## src/rtl/envelope_follower_pkg.sv

```systemverilog
// Shared synth definitions: envelope FSM encoding and the offset-binary
// midscale used by both the envelope follower and the amplitude modulator.
package envelope_follower_pkg;

   typedef enum logic [1:0] {
      ENV_IDLE    = 2'd0,
      ENV_ATTACK  = 2'd1,
      ENV_HOLD    = 2'd2,
      ENV_RELEASE = 2'd3
   } env_state_e;

   localparam int unsigned OB_DEFAULT_BITS = 12;

   // Offset-binary silence level for a sample of the given width.
   function automatic int unsigned ob_midscale(input int unsigned data_bits);
      return 32'd1 << (data_bits - 1);
   endfunction

   localparam int unsigned OB_MIDSCALE = ob_midscale(OB_DEFAULT_BITS);

endpackage

```

## src/rtl/envelope_follower_offset_to_magnitude.sv

```systemverilog
// Stage 1 of the envelope follower: offset-binary sample to unsigned
// magnitude (most-negative code saturates) plus full-scale clip detect.
module offset_to_magnitude
   import envelope_follower_pkg::*;
#(
   parameter int DATA_BITS = 12
) (
   input  logic                 clk,
   input  logic                 rst_n,
   input  logic                 sample_valid,
   input  logic [DATA_BITS-1:0] din,
   output logic                 mag_valid,
   output logic [DATA_BITS-2:0] mag,
   output logic                 clip
);

   localparam logic [DATA_BITS-1:0] MIDSCALE = DATA_BITS'(ob_midscale(DATA_BITS));

   logic [DATA_BITS-1:0] s;
   logic [DATA_BITS-1:0] s_abs;
   logic [DATA_BITS-2:0] mag_d;
   logic                 clip_d;

   // Two's-complement view, absolute value, saturate the lone code with no positive twin.
   always_comb begin
      s      = din ^ MIDSCALE;
      s_abs  = s[DATA_BITS-1] ? ((~s) + DATA_BITS'(1)) : s;
      mag_d  = s_abs[DATA_BITS-1] ? '1 : s_abs[DATA_BITS-2:0];
      clip_d = (din == '0) || (din == '1);
   end

   // Stage-1 register; magnitude and clip only move on a qualified sample.
   always_ff @(posedge clk or negedge rst_n) begin
      if (!rst_n) begin
         mag_valid <= 1'b0;
         mag       <= '0;
         clip      <= 1'b0;
      end else begin
         mag_valid <= sample_valid;
         if (sample_valid) begin
            mag  <= mag_d;
            clip <= clip_d;
         end
      end
   end

endmodule

```

## src/rtl/envelope_follower.sv

```systemverilog
// Envelope follower: peak detector with attack smoothing, sample-counted
// hold and exponential release. Two-cycle latency, one sample per cycle.
//
// state       | meaning
// ------------+-----------------------------------------------------------
// ENV_IDLE    | env is 0, input silent
// ENV_ATTACK  | env rising toward the latest magnitude
// ENV_HOLD    | peak held, hold_cnt counting samples down
// ENV_RELEASE | env decaying by max(1, env >> RELEASE_SHIFT) per sample
module envelope_follower
   import envelope_follower_pkg::*;
#(
   parameter int DATA_BITS      = 12,
   parameter int AMPLITUDE_BITS = 8,
   parameter int ATTACK_SHIFT   = 0,
   parameter int RELEASE_SHIFT  = 4,
   parameter int HOLD_SAMPLES   = 256
) (
   input  logic                      clk,
   input  logic                      rst_n,
   input  logic                      sample_valid,
   input  logic [DATA_BITS-1:0]      din,
   output logic [AMPLITUDE_BITS-1:0] amplitude,
   output logic                      amplitude_valid,
   output logic                      clip,
   output logic [1:0]                state
);

   localparam int EW = DATA_BITS - 1;

   env_state_e    st_q, st_d;
   logic [EW-1:0] env_q, env_d;
   logic [EW-1:0] att_step, rel_step;
   logic [15:0]   hold_q, hold_d;

   logic          s1_valid;
   logic [EW-1:0] s1_mag;
   logic          s1_clip;

   offset_to_magnitude #(
      .DATA_BITS (DATA_BITS)
   ) u_mag (
      .clk          (clk),
      .rst_n        (rst_n),
      .sample_valid (sample_valid),
      .din          (din),
      .mag_valid    (s1_valid),
      .mag          (s1_mag),
      .clip         (s1_clip)
   );

   // Next state, envelope and hold counter; attack always takes priority.
   always_comb begin
      st_d     = st_q;
      env_d    = env_q;
      hold_d   = hold_q;
      att_step = (s1_mag - env_q) >> ATTACK_SHIFT;
      if (att_step == '0) att_step = EW'(1);
      rel_step = env_q >> RELEASE_SHIFT;
      if (rel_step == '0) rel_step = EW'(1);

      if (s1_valid) begin
         if (s1_mag > env_q) begin
            st_d  = ENV_ATTACK;
            env_d = env_q + att_step;
         end else begin
            case (st_q)
               ENV_ATTACK: begin
                  st_d   = ENV_HOLD;
                  hold_d = 16'(HOLD_SAMPLES);
               end
               ENV_HOLD: begin
                  if (hold_q == '0) st_d = ENV_RELEASE;
                  else              hold_d = hold_q - 16'd1;
               end
               ENV_RELEASE: begin
                  env_d = (env_q > rel_step) ? (env_q - rel_step) : '0;
                  if (env_d == '0) st_d = ENV_IDLE;
               end
               default: ;
            endcase
         end
      end
   end

   // State, envelope and registered outputs.
   always_ff @(posedge clk or negedge rst_n) begin
      if (!rst_n) begin
         st_q            <= ENV_IDLE;
         env_q           <= '0;
         hold_q          <= '0;
         amplitude       <= '0;
         amplitude_valid <= 1'b0;
         clip            <= 1'b0;
      end else begin
         st_q            <= st_d;
         env_q           <= env_d;
         hold_q          <= hold_d;
         amplitude_valid <= s1_valid;
         if (s1_valid) begin
            amplitude <= env_d[DATA_BITS-2 -: AMPLITUDE_BITS];
            clip      <= s1_clip;
         end
      end
   end

   assign state = st_q;

endmodule

```

## config.mk

```make
export PLATFORM = sky130hd
export DESIGN_NAME = envelope_follower
export DESIGN_NICKNAME = d
export VERILOG_FILES = /design/src/rtl/envelope_follower_pkg.sv /design/src/rtl/envelope_follower_offset_to_magnitude.sv /design/src/rtl/envelope_follower.sv
export SDC_FILE = /design/constraint.sdc
export NUM_CORES = 1
export LEC_CHECK = 0
export CAP_MARGIN = 30
export CORE_MARGIN = 2
export CORE_UTILIZATION = 30
export CTS_BUF_LIST = sky130_fd_sc_hd__clkbuf_4 sky130_fd_sc_hd__clkbuf_8 sky130_fd_sc_hd__clkbuf_16
export DETAILED_ROUTE_END_ITERATION = 12
export PLACE_DENSITY_LB_ADDON = 0.25
export SLEW_MARGIN = 0
export SYNTH_ARGS = -nofsm -noshare
export SYNTH_HDL_FRONTEND = slang
export SYNTH_SLANG_ARGS = --single-unit
```

## constraint.sdc

```tcl
create_clock -name clk -period 10.5 [get_ports clk]
set_input_delay 2.1 -clock clk [delete_from_list [all_inputs] [get_ports clk]]
set_output_delay 2.1 -clock clk [all_outputs]
set_load 0.02 [all_outputs]
```

### After elaboration in Yosys (flattened, before gate mapping)

Index checks and enable logic that the tools add are counted.

* add/sub/neg operators: 5
* multiply operators: 0
* divide/modulo/power cells: 0
* order comparisons: 2
* equality and inequality tests: 7
* shift-type cells: 0
* multiplexer cells: 14
* bitwise gates (word level): 3
* reductions and logical operators: 12

Operators by type and width (number)
* $mux 11: 6
* $logic_not 11->1: 3
* $pmux 16 s2: 1
* $logic_not 16->1: 1
* $mux 16: 1
* $sub 16x1->16 const B: 1
* $add 12x1->12 const B: 1
* $eq 12x12->1 const B: 1
* $logic_not 12->1: 1
* $mux 12: 1
* $not 12->12: 1
* $add 11x11->11: 1
* $gt 11x11->1: 1
* $gt 11x7->1: 1
* $sub 11x11->11: 1
* $sub 11x7->11: 1
* $reduce_and 4->1: 2
* $mux 7: 1
* $mux 2: 3
* $ne 3x3->1 const B: 2
* $pmux 2 s3: 1
* $eq 2x2->1 const B: 2
* $reduce_bool 2->1: 2
* $reduce_bool 4->1: 1
* other kinds (5): 6

* flip-flop bits (word level): 52
* bits in latches: 0
* memory bits (writable): 0
* memory bits (read-only): 0
* input port bits: 15
* output and inout bits: 12
* memories kept: 0

### Longest topological paths before layout

Gate-level depths: netlist of run 1.

* depth in word-level cells: 8
* depth in mapped cells: 21

### Modules after synthesis

A second synthesis of run 1 with hierarchy kept.

* cells, all modules: 532
* area, all modules: 4436.8 sq um

Modules (own cells, without submodules)
* envelope_follower: instances 1, cells an instance 452, area an instance 3691.0 sq um
* offset_to_magnitude: instances 1, cells an instance 80, area an instance 745.7 sq um

### Least setup slack after synthesis of run 1

OpenSTA, ideal clock, no wires.

* kind: reg-to-reg
* start: register env_q[7]
* end: register amplitude[7]
* data arrival time: 4.197 ns
* data required time: 10.371 ns
* setup slack: 6.174 ns
* stages on the path, launching flop included: 22
* cells stage by stage: dfrtp_1 -> buf_2 -> inv_1 -> ha_1 -> clkbuf_1 -> nor2b_1 -> nand2_1 -> or3_1 -> o311ai_1 -> or4_1 -> o31a_1 -> nor2_1 -> fa_1 -> a21o_1 -> a221oi_1 -> o21bai_1 -> a21oi_1 -> o21ai_0 -> xor2_1 -> a22o_1 -> a211oi_1 -> nor2_1

* cells in the longest elaborated chain, start to end: 7

Ends and longest elaborated chain
* start, declared: line envelope_follower.sv:32 `logic [EW-1:0] env_q, env_d;`
* start signal, assigned: line envelope_follower.sv:97 `env_q <= env_d;`
* branches (longest 5 deep; another with $sub 11x11->11)
* $mux 11 (*): line envelope_follower.sv:63 `if (s1_mag > env_q) begin`
* $mux 11 (*): line envelope_follower.sv:62 `if (s1_valid) begin`
* end signal, assigned: line envelope_follower.sv:101 `amplitude <= env_d[DATA_BITS-2 -: AMPLITUDE_BITS];`
* end, declared: line envelope_follower.sv:23 `output logic [AMPLITUDE_BITS-1:0] amplitude,`

Every way passes the cells marked *. The select of a mux whose other input is x is not followed.
A chain may end at the register's enable or synchronous reset.

### Final worst setup path of run 1

* start: register env_q[5]
* end: register amplitude[7]

Same word-level chain as after synthesis.

==> flow_summary.toml, run 1 <==
[yosys]
synth.yosys.seq_area_share_pct = 29.26
post_synth_xor_area_fraction_pct = 4.136
yosysTopAreaCellShare_pct = 29.26
fraction_of_registers_with_async_set_or_reset_after_synthesis_pct = 100.0
synth-compound-area-share_pct = 27.35
postSynthCellCount = 534
number_of_enable_flip_flop_cells_after_synthesis = 0
synthFlopType = "dfrtp_1"
synth.largest_area_cell = "dfrtp_1"
largest_family_of_logic_cells_by_synthesized_area = "compound AO/OA/AOI/OAI gates"
netlist_top_cells_area = "dfrtp_1 (29%), ha_1 (9.0%), a21oi_1 (5.1%), nor2_1 (4.0%), inv_1 (3.1%)"
synthSimpleGateAreaFrac_pct = 21.22
ys_seq_elements = 52
synth.cell_area_mm2 = 0.004447
synth_fa_ha_area_share_pct = 10.61
synth_area_per_cell_um2 = 8.327
yosysWarningCount = 0
synth.lib_cells_used.distinct = 76
postSynthNetCount = 584
multiplexer_area_fraction_after_synthesis_pct = 1.632

[drt]
wirelength_um = 12270
dr_total_vias = 4084
route.antenna.remaining_nets = 0
first_pass_detailed_route_iteration_total = 4
detail_route.drc_violations = 0
vias_per_cell = 5.564
initialDrtViolationCount = 309
wl_per_cell_um = 16.71

[timing]
layout_worst_path_cycle_share_pct = 48.01
rsz0062_at_grt = "false"
max-slew-margin-rel_pct = 36.08
report.final.setup_viol = 0
period_minus_slack_ps = 5041
finalSetupTns_ps = 0
slew_violations = 0
timing.final.hold_violations = 0
achievable-frequency_ghz = 0.1984
fin_worst_skew_ps = 8.811
timing_worst_slew_pin_value_ps = 958.8

[floorplanning]
floorplan.initialDensity_pct = 30.60
die-area_mm2 = 0.01581
std_cell_rows = 44
io-pin-count = 27
floorplan.die.width_um = 125.7
dieHeight_um = 125.7
core_area_mm2 = 0.01453

[global_route]
global_route.usage.met1_pct = 20.48
grt_use_met2_pct = 26.65
grt_start_max_net_pins = 53
global_route.peak_usage_layer = "met2"
grtUsageMet3_pct = 2.251
grt_pass1_vias = 4040
grt_pass1_wl_um = 19970
gr-usage-all-layers_pct = 15.58
globalRouteOverflowTotal = 0
initial_antenna_violation_count = 0

[clock_tree]
max-clock-path-buffers = 2
ctsHoldBuffers = 0
ctsRootBufferMaster = "clkbuf_16"
cts.reportedPaths.clkPinSlew_ps = 80
clk_lat_worst_skew_ps = 310
post_cts.repair.setup_buffers = 0
cts.repair.resized = 0
cts_tree = "yes"
clock_buffers_created_by_tritoncts = 5
cts-htree-levels = 2
tritoncts_num_sinks = 52

[cells_and_area]
antenna_cells_inserted = 0
area.growth.synth_to_final_pct = 12.94
layout.cells.most_common_list = "dfrtp_1 (52), nor2_1 (47), a21oi_1 (45), inv_1 (37), nand2_1 (34)"
finish.net_count = 599
final_common_cell = "dfrtp_1"
final_layout_size_suffix_gt1_share_pct = 5.636

[worst_setup_path]
critPathRequiredTime_ps = 10690
timing.critical_path.from_type = "flip-flop"
crit_path_max_fanout = 10
cp-end-kind = "flip-flop"
worst-endpoint-arrival_ps = 5230
crit_type = "flip-flop to flip-flop"

[outcome]
result_of_the_run = "finished clean"

[placed_design]
hpwlAfterDp_um = 9339
place.port_buffers = 26
routabilityCongestion = 0.9032

[flow_run]
max-cap-violations = 0

[min_path]
hp-class = "flip-flop to flip-flop"
## registers in the layout, summed over array words and instances, names as in the netlist
signal           cells
u_mag.clip           1
u_mag.mag           11
env_q               11
amplitude_valid      1
u_mag.mag_valid      1
hold_q              16
amplitude            8
state                2
clip                 1
## kinds of logic after synthesis
family / count (synthesis)
AND/OR/NAND/NOR: 178
XOR/XNOR: 21
flip-flops: 52
multiplexers: 7
buffers and inverters: 60
adder cells (fa/ha/maj): 36
AO/OA/AOI/OAI: 180
## cells in the mapped netlist, drive strengths merged (10+ instances only)
library cell  number
dfrtp             52
nor2              47
a21oi             45
inv               38
o21ai             37
nand2             34
ha                32
nor3              21
nor2b             15
xnor2             15
or3               14
buf               12
a21o              11
o21a              11
a211oi            10
## cell type report
class / count / area [µm²]
timing repair buffer: 30 / 285.3
inverter: 38 / 142.6
multi-input combinational: 422 / 2888
tap: 184 / 230.2
clock inverter: 3 / 50.05
sequential: 52 / 1301
fill: 1534 / 9512
clock buffer: 5 / 125.1
## path summary, 6_finish.rpt
kind | from | end | slack (ps) | cells past startpoint
setup / recovery | env_q[5] | amplitude[7] | 5460 | 19
hold / removal | amplitude[5] | amplitude[5] | 480 | 1
setup reg to reg | env_q[5] | amplitude[7] | 5460 | 19
hold reg to reg | amplitude[5] | amplitude[5] | 480 | 1
max in group asynchronous | rst_n | amplitude_valid | 8100 | 2
min in group asynchronous | rst_n | amplitude[3] | 1910 | 2
## routing by layer
metal	wire [µm]	vias to the layer above
met5	0	-
met4	174	0
met3	580	13
met2	5799	102
met1	5710	1955
li1	-	2014
## metrics by stage
stage	instance area (µm²)	hold slack [ps]	cells	util (%)	setup WS (ps)
2_1_floorplan	4447	385.1	534	-	6174
3_3_place_gp	4840	465.5	725	33.30	5566
3_5_place_dp	4847	470.5	726	33.35	5499
4_1_cts	5022	486.7	734	34.56	5481
5_1_grt	5022	504.0	734	34.56	5101
6_report	5022	481.9	734	34.56	5459
## worst max-delay path, stage by stage (launching register included)
cell and delay, ps:
dfrtp_1 600, inv_1 310, ha_1 490, nand4_1 190, nor2_1 180, o31ai_1 110, a211oi_1 310, or2_2 210
o31a_1 200, nor2_1 80, fa_1 400, a21o_1 220, a221oi_1 370, o21bai_1 110, a21oi_1 210, o21ai_0 140
xor2_1 170, a22o_1 250, a211oi_1 300, nor2_1 90
Power of run 1 is left out: the tool's default activity adds up to more than one toggle a clock period on the data nets, which glitch-free logic cannot reach.
==> inputs of run 2 (changes only) <==
Clock period 10.5 ns to 4.5 ns, I/O delays scaled along.
==> run 2 against run 1 <==
- core utilization is 1.9 points higher
- via count grew 3.9%
- critical path depth did not move
- final cell count increased by 3.1%
- sequential share of layout area down 1.3 points
- maximum frequency grew 19%
- cell area grew 5.6%
- wire length increased by 5.0%
- clock skew rose by 4.4 ps
==> flow_summary.toml, run 2 (synthesis gave the netlist of run 1 again) <==
[outcome]
result_of_the_run = "finished clean"

[clock_tree]
ctsRootBufferMaster = "clkbuf_16"
cts-htree-levels = 2
clk_lat_worst_skew_ps = 310
clock_buffers_created_by_tritoncts = 5
cts_tree = "yes"
tritoncts_num_sinks = 52
cts.reportedPaths.clkPinSlew_ps = 80
post_cts.repair.setup_buffers = 0
max-clock-path-buffers = 2

[floorplanning]
floorplan.die.width_um = 125.7
std_cell_rows = 44
io-pin-count = 27
die-area_mm2 = 0.01581
core_area_mm2 = 0.01453
floorplan.initialDensity_pct = 30.60
dieHeight_um = 125.7

[timing]
fin_worst_skew_ps = 13.19
report.final.setup_viol = 0
achievable-frequency_ghz = 0.2362
period_minus_slack_ps = 4235
timing_worst_slew_pin_value_ps = 945.2
hold-worst-slack_ps = 484.9
max-slew-margin-rel_pct = 36.99
layout_worst_path_cycle_share_pct = 94.10
timing.final.hold_violations = 0
slew_violations = 0

[flow_run]
max-cap-violations = 0

[drt]
detail_route.drc_violations = 0
wl_per_cell_um = 17.01
vias_per_cell = 5.604
dr_total_vias = 4242
route.antenna.remaining_nets = 0
initialDrtViolationCount = 237
wirelength_um = 12880
first_pass_detailed_route_iteration_total = 5

[placed_design]
post_dp_cell_area_mm2 = 0.005020
dp_cells = 749
place.port_buffers = 26
routabilityCongestion = 0.8569
hpwlAfterDp_um = 9814

[cells_and_area]
finish.net_count = 622
fillCellCount = 1543
final_layout_size_suffix_gt1_share_pct = 12.22
area.growth.synth_to_final_pct = 19.27
layout.cell_area.non_filler_mm2 = 0.005304
max_ffs_per_register = 16
multi_input_area_mm2 = 0.002954
reg_top3 = "hold_q (16), env_q (11), u_mag.mag (11)"
regArea_mm2 = 0.001304
largest_register = "hold_q"
antenna_cells_inserted = 0
final_cell_count_no_fill = 757
layout.cells.most_common_list = "dfrtp_1 (50), nor2_1 (47), a21oi_1 (43), inv_1 (37), nand2_1 (34)"
final_common_cell = "dfrtp_1"

[worst_setup_path]
timing.critical_path.slowest_cell_delay_ps = 560
timing.critical_path.mode_cell = "a211oi_2"
critPathRequiredTime_ps = 4680
worst-endpoint-arrival_ps = 4410
crit_path_max_fanout = 6
regToRegStartpoint = "env_q[5]"
timing.critical_path.from_type = "flip-flop"
worstRegToRegCells = 19
cp-end-kind = "flip-flop"
setup.worst_path.start = "env_q[5]"
worstPathCellList = "inv_1 -> ha_2 -> o21ai_4 -> nor3_1 -> a211oi_2 -> o311ai_2 -> or4_4 -> o31a_1 -> nor2_1 -> fa_1 -> a21o_1 -> a221oi_2 -> o21bai_1 -> a21oi_2 -> o21ai_1 -> xor2_1 -> a22o_1 -> a211oi_2 -> a21oi_1"
crit_type = "flip-flop to flip-flop"
critPathCapture = "env_q[10]"
crit_slowest_cell = "or4_4"
ff2ff_setup_slack_ps = 270
critical_path.reg2reg.endpoint = "env_q[10]"

[global_route]
grt_start_max_net_pins = 36
gr-usage-all-layers_pct = 16.35
globalRouteOverflowTotal = 0
grt_pass1_vias = 4123
initial_antenna_violation_count = 0
grt_pass1_wl_um = 20990

[min_path]
hp-start = "amplitude[5]"
hp-class = "flip-flop to flip-flop"
[run 2: worst min path at each step]
| stage | cells past startpoint | slack (ps) | to |
|---|---|---|---|
| finish | 1 | 480 | amplitude[5] |
| global route | 1 | 530 | amplitude[4] |
| CTS | 1 | 490 | amplitude[5] |
| detailed placement | 1 | 470 | amplitude[4] |
| global placement | 1 | 470 | amplitude[5] |
| floorplan | 0 | 390 | amplitude_valid |
[run 2: layout make-up]
class                      count  area share (%)
clock inverter                 3           1.699
sequential                    52           24.58
clock buffer                   5           2.359
tap                          184           4.341
timing repair buffer          53           8.634
multi-input combinational    422           55.70
inverter                      38           2.689
[run 2: per-stage QoR]
stage	setup slack (ps)	TNS (ps)	utilization, %
final	265.5	0	36.49
after global routing	-18.78	-29.94	36.49
after CTS	39.28	0	36.02
after detailed placement	48.97	0	34.54
after global placement	108.3	0	34.54
after floorplan	174.3	0	-
[run 2: per-layer routing]
| metal | global-route usage, % | routed length, µm | vias up |
|---|---|---|---|
| li1 | - | - | 2063 |
| met2 | 27.54 | 6133 | 106 |
| met5 | 0 | 0 | - |
| met1 | 22.06 | 6120 | 2057 |
| met3 | 2.549 | 431 | 16 |
| met4 | 4.072 | 191 | 0 |
[run 2: what timing repair did]
action,CTS,global route
gates resized for setup,0,19
setup endpoints to repair,0,4
hold buffers,0,0
[run 2: worst max-delay path, delay by kind of cell (launching register included)]
family	cells	cell delay, ps
compound gates	12	2140
xor+xnor	1	120
buf+inv	1	120
fa+ha+maj	2	550
flops	1	380
simple gates	3	780
Power of run 2 is left out for the same reason.
==> inputs of run 3 (changes only) <==
Settings changed: PLACE_DENSITY set to 0.57, PLACE_DENSITY_LB_ADDON 0.25 to not set.
Clock period 4.5 ns to 4.1 ns, I/O delays scaled along.
==> run 3 against run 2 <==
- worst setup slack lost 260 ps
- die area unchanged
- non-clock buffer count grew 23
- critical path depth grew 1
- sequential share of layout area shrank 0.77 points
- register-to-register slack got worse by 260 ps
==> flow_summary.toml, run 3 (synthesis gave the netlist of run 1 again) <==
[global_route]
global_route.usage.met1_pct = 20.89
initial_antenna_violation_count = 0
grt_use_met2_pct = 28.68
grt_start_max_net_pins = 33
grt_pass1_vias = 4440
global_route.peak_usage_layer = "met2"
grt_pass1_wl_um = 21580
grtUsageMet3_pct = 2.676
gr-usage-all-layers_pct = 16.75
globalRouteOverflowTotal = 0

[timing]
layout_worst_path_cycle_share_pct = 99.76
slew_violations = 0
achievable-frequency_ghz = 0.2445
period_minus_slack_ps = 4090
fin_worst_skew_ps = 10.23
timing.final.hold_violations = 0
timing_worst_slew_pin_value_ps = 786.0
max-slew-margin-rel_pct = 47.49
rsz0062_at_grt = "true"
report.final.setup_viol = 0

[cells_and_area]
max_ffs_per_register = 16
area.growth.synth_to_final_pct = 22.90
largest_register = "hold_q"
final_common_cell = "dfrtp_1"
layout.cells.most_common_list = "dfrtp_1 (52), buf_4 (50), nor2_1 (46), a21oi_1 (43), inv_1 (35)"
fillCellCount = 1512
antenna_cells_inserted = 0
finish.net_count = 645
final_layout_size_suffix_gt1_share_pct = 16.61
reg_top3 = "hold_q (16), env_q (11), u_mag.mag (11)"
layout.cell_area.non_filler_mm2 = 0.005465
final_core_util_pct = 37.60

[drt]
initialDrtViolationCount = 236
dr_total_vias = 4272
route.antenna.remaining_nets = 0
detail_route.drc_violations = 0
wirelength_um = 12800
vias_per_cell = 5.477
wl_per_cell_um = 16.41
first_pass_detailed_route_iteration_total = 5

[floorplanning]
floorplan.die.width_um = 125.7
io-pin-count = 27
core_area_mm2 = 0.01453
dieHeight_um = 125.7
floorplan.initialDensity_pct = 30.60
die-area_mm2 = 0.01581
std_cell_rows = 44

[clock_tree]
ctsRootBufferMaster = "clkbuf_16"
cts_tree = "yes"
max-clock-path-buffers = 2
clock_buffers_created_by_tritoncts = 5
cts.reportedPaths.clkPinSlew_ps = 70
clk_lat_worst_skew_ps = 310
tritoncts_num_sinks = 52
ctsHoldBuffers = 0
cts-htree-levels = 2

[placed_design]
hpwlAfterDp_um = 9982
place.port_buffers = 26
post_dp_cell_area_mm2 = 0.005192
routabilityCongestion = 0.8412

[flow_run]
max-cap-violations = 0

[worst_setup_path]
timing.critical_path.from_type = "flip-flop"
ff2ff_setup_slack_ps = 10
crit_path_max_fanout = 3
worst-endpoint-arrival_ps = 4260
cp-end-kind = "flip-flop"
critPathRequiredTime_ps = 4270
crit_type = "flip-flop to flip-flop"

[outcome]
result_of_the_run = "finished clean"

[min_path]
hp-class = "flip-flop to flip-flop"
-- run 3: stage by stage --
step                TNS [ps]  cells  hold WS (ps)  setup WS, ps
global route          -860.2    780         511.0        -225.5
CTS                   -15.00    777         487.1        -8.441
floorplan                  0    534         385.1         1.663
global placement           0    767         465.9         3.780
detailed placement    -291.0    767         470.2        -139.2
finish                     0    780         478.8         9.883
-- run 3: worst paths after layout --
| path | from | to | depth (start not counted) |
|---|---|---|---|
| setup / recovery | u_mag.mag[0] | env_q[10] | 20 |
| hold / removal | amplitude[5] | amplitude[5] | 1 |
| setup reg to reg | u_mag.mag[0] | env_q[10] | 20 |
| hold reg to reg | amplitude[5] | amplitude[5] | 1 |
| max in group asynchronous | rst_n | hold_q[2] | 2 |
| min in group asynchronous | rst_n | u_mag.mag[5] | 1 |
-- run 3: critical path, cell delays in order (launching register included) --
cell      delay [ps]
dfrtp_1          390
inv_2             70
ha_4             130
fa_2             230
nor2b_4           50
o31a_1           340
o211a_1          240
nor3_2           240
xnor2_2          150
o31a_1           200
nor2_2            50
fa_2             330
a21o_1           210
a221oi_2         290
o21bai_1         130
a21oi_2          160
o21ai_1           80
xor2_1           160
a22o_1           220
a211oi_2         210
a21oi_1           60
-- run 3: timing repair --
| action | CTS | global route |
|---|---|---|
| pin swaps | 11 | 17 |
| buffers inserted | 2 | 3 |
| gates resized for setup | 7 | 13 |
| endpoints found under the setup margin | 3 | 8 |
-- run 3: metal layers --
| metal | vias to the layer above | share of wire, % |
|---|---|---|
| met3 | 28 | 3.5 |
| met4 | 0 | 2.7 |
| met1 | 2049 | 45 |
| li1 | 2101 | - |
| met5 | - | 0 |
| met2 | 94 | 49 |
-- run 3: layout make-up --
| class | count | area (µm²) | share of cell area, % |
|---|---|---|---|
| multi-input cells | 422 | 3010 | 55.08 |
| flip-flops and latches | 52 | 1301 | 23.81 |
| repair buffers | 76 | 630.6 | 11.54 |
| well taps | 184 | 230.2 | 4.212 |
| inverters | 38 | 142.6 | 2.610 |
| clock buffers | 5 | 125.1 | 2.289 |
| clock inverters | 3 | 25.02 | 0.4579 |
Power of run 3 is left out for the same reason.
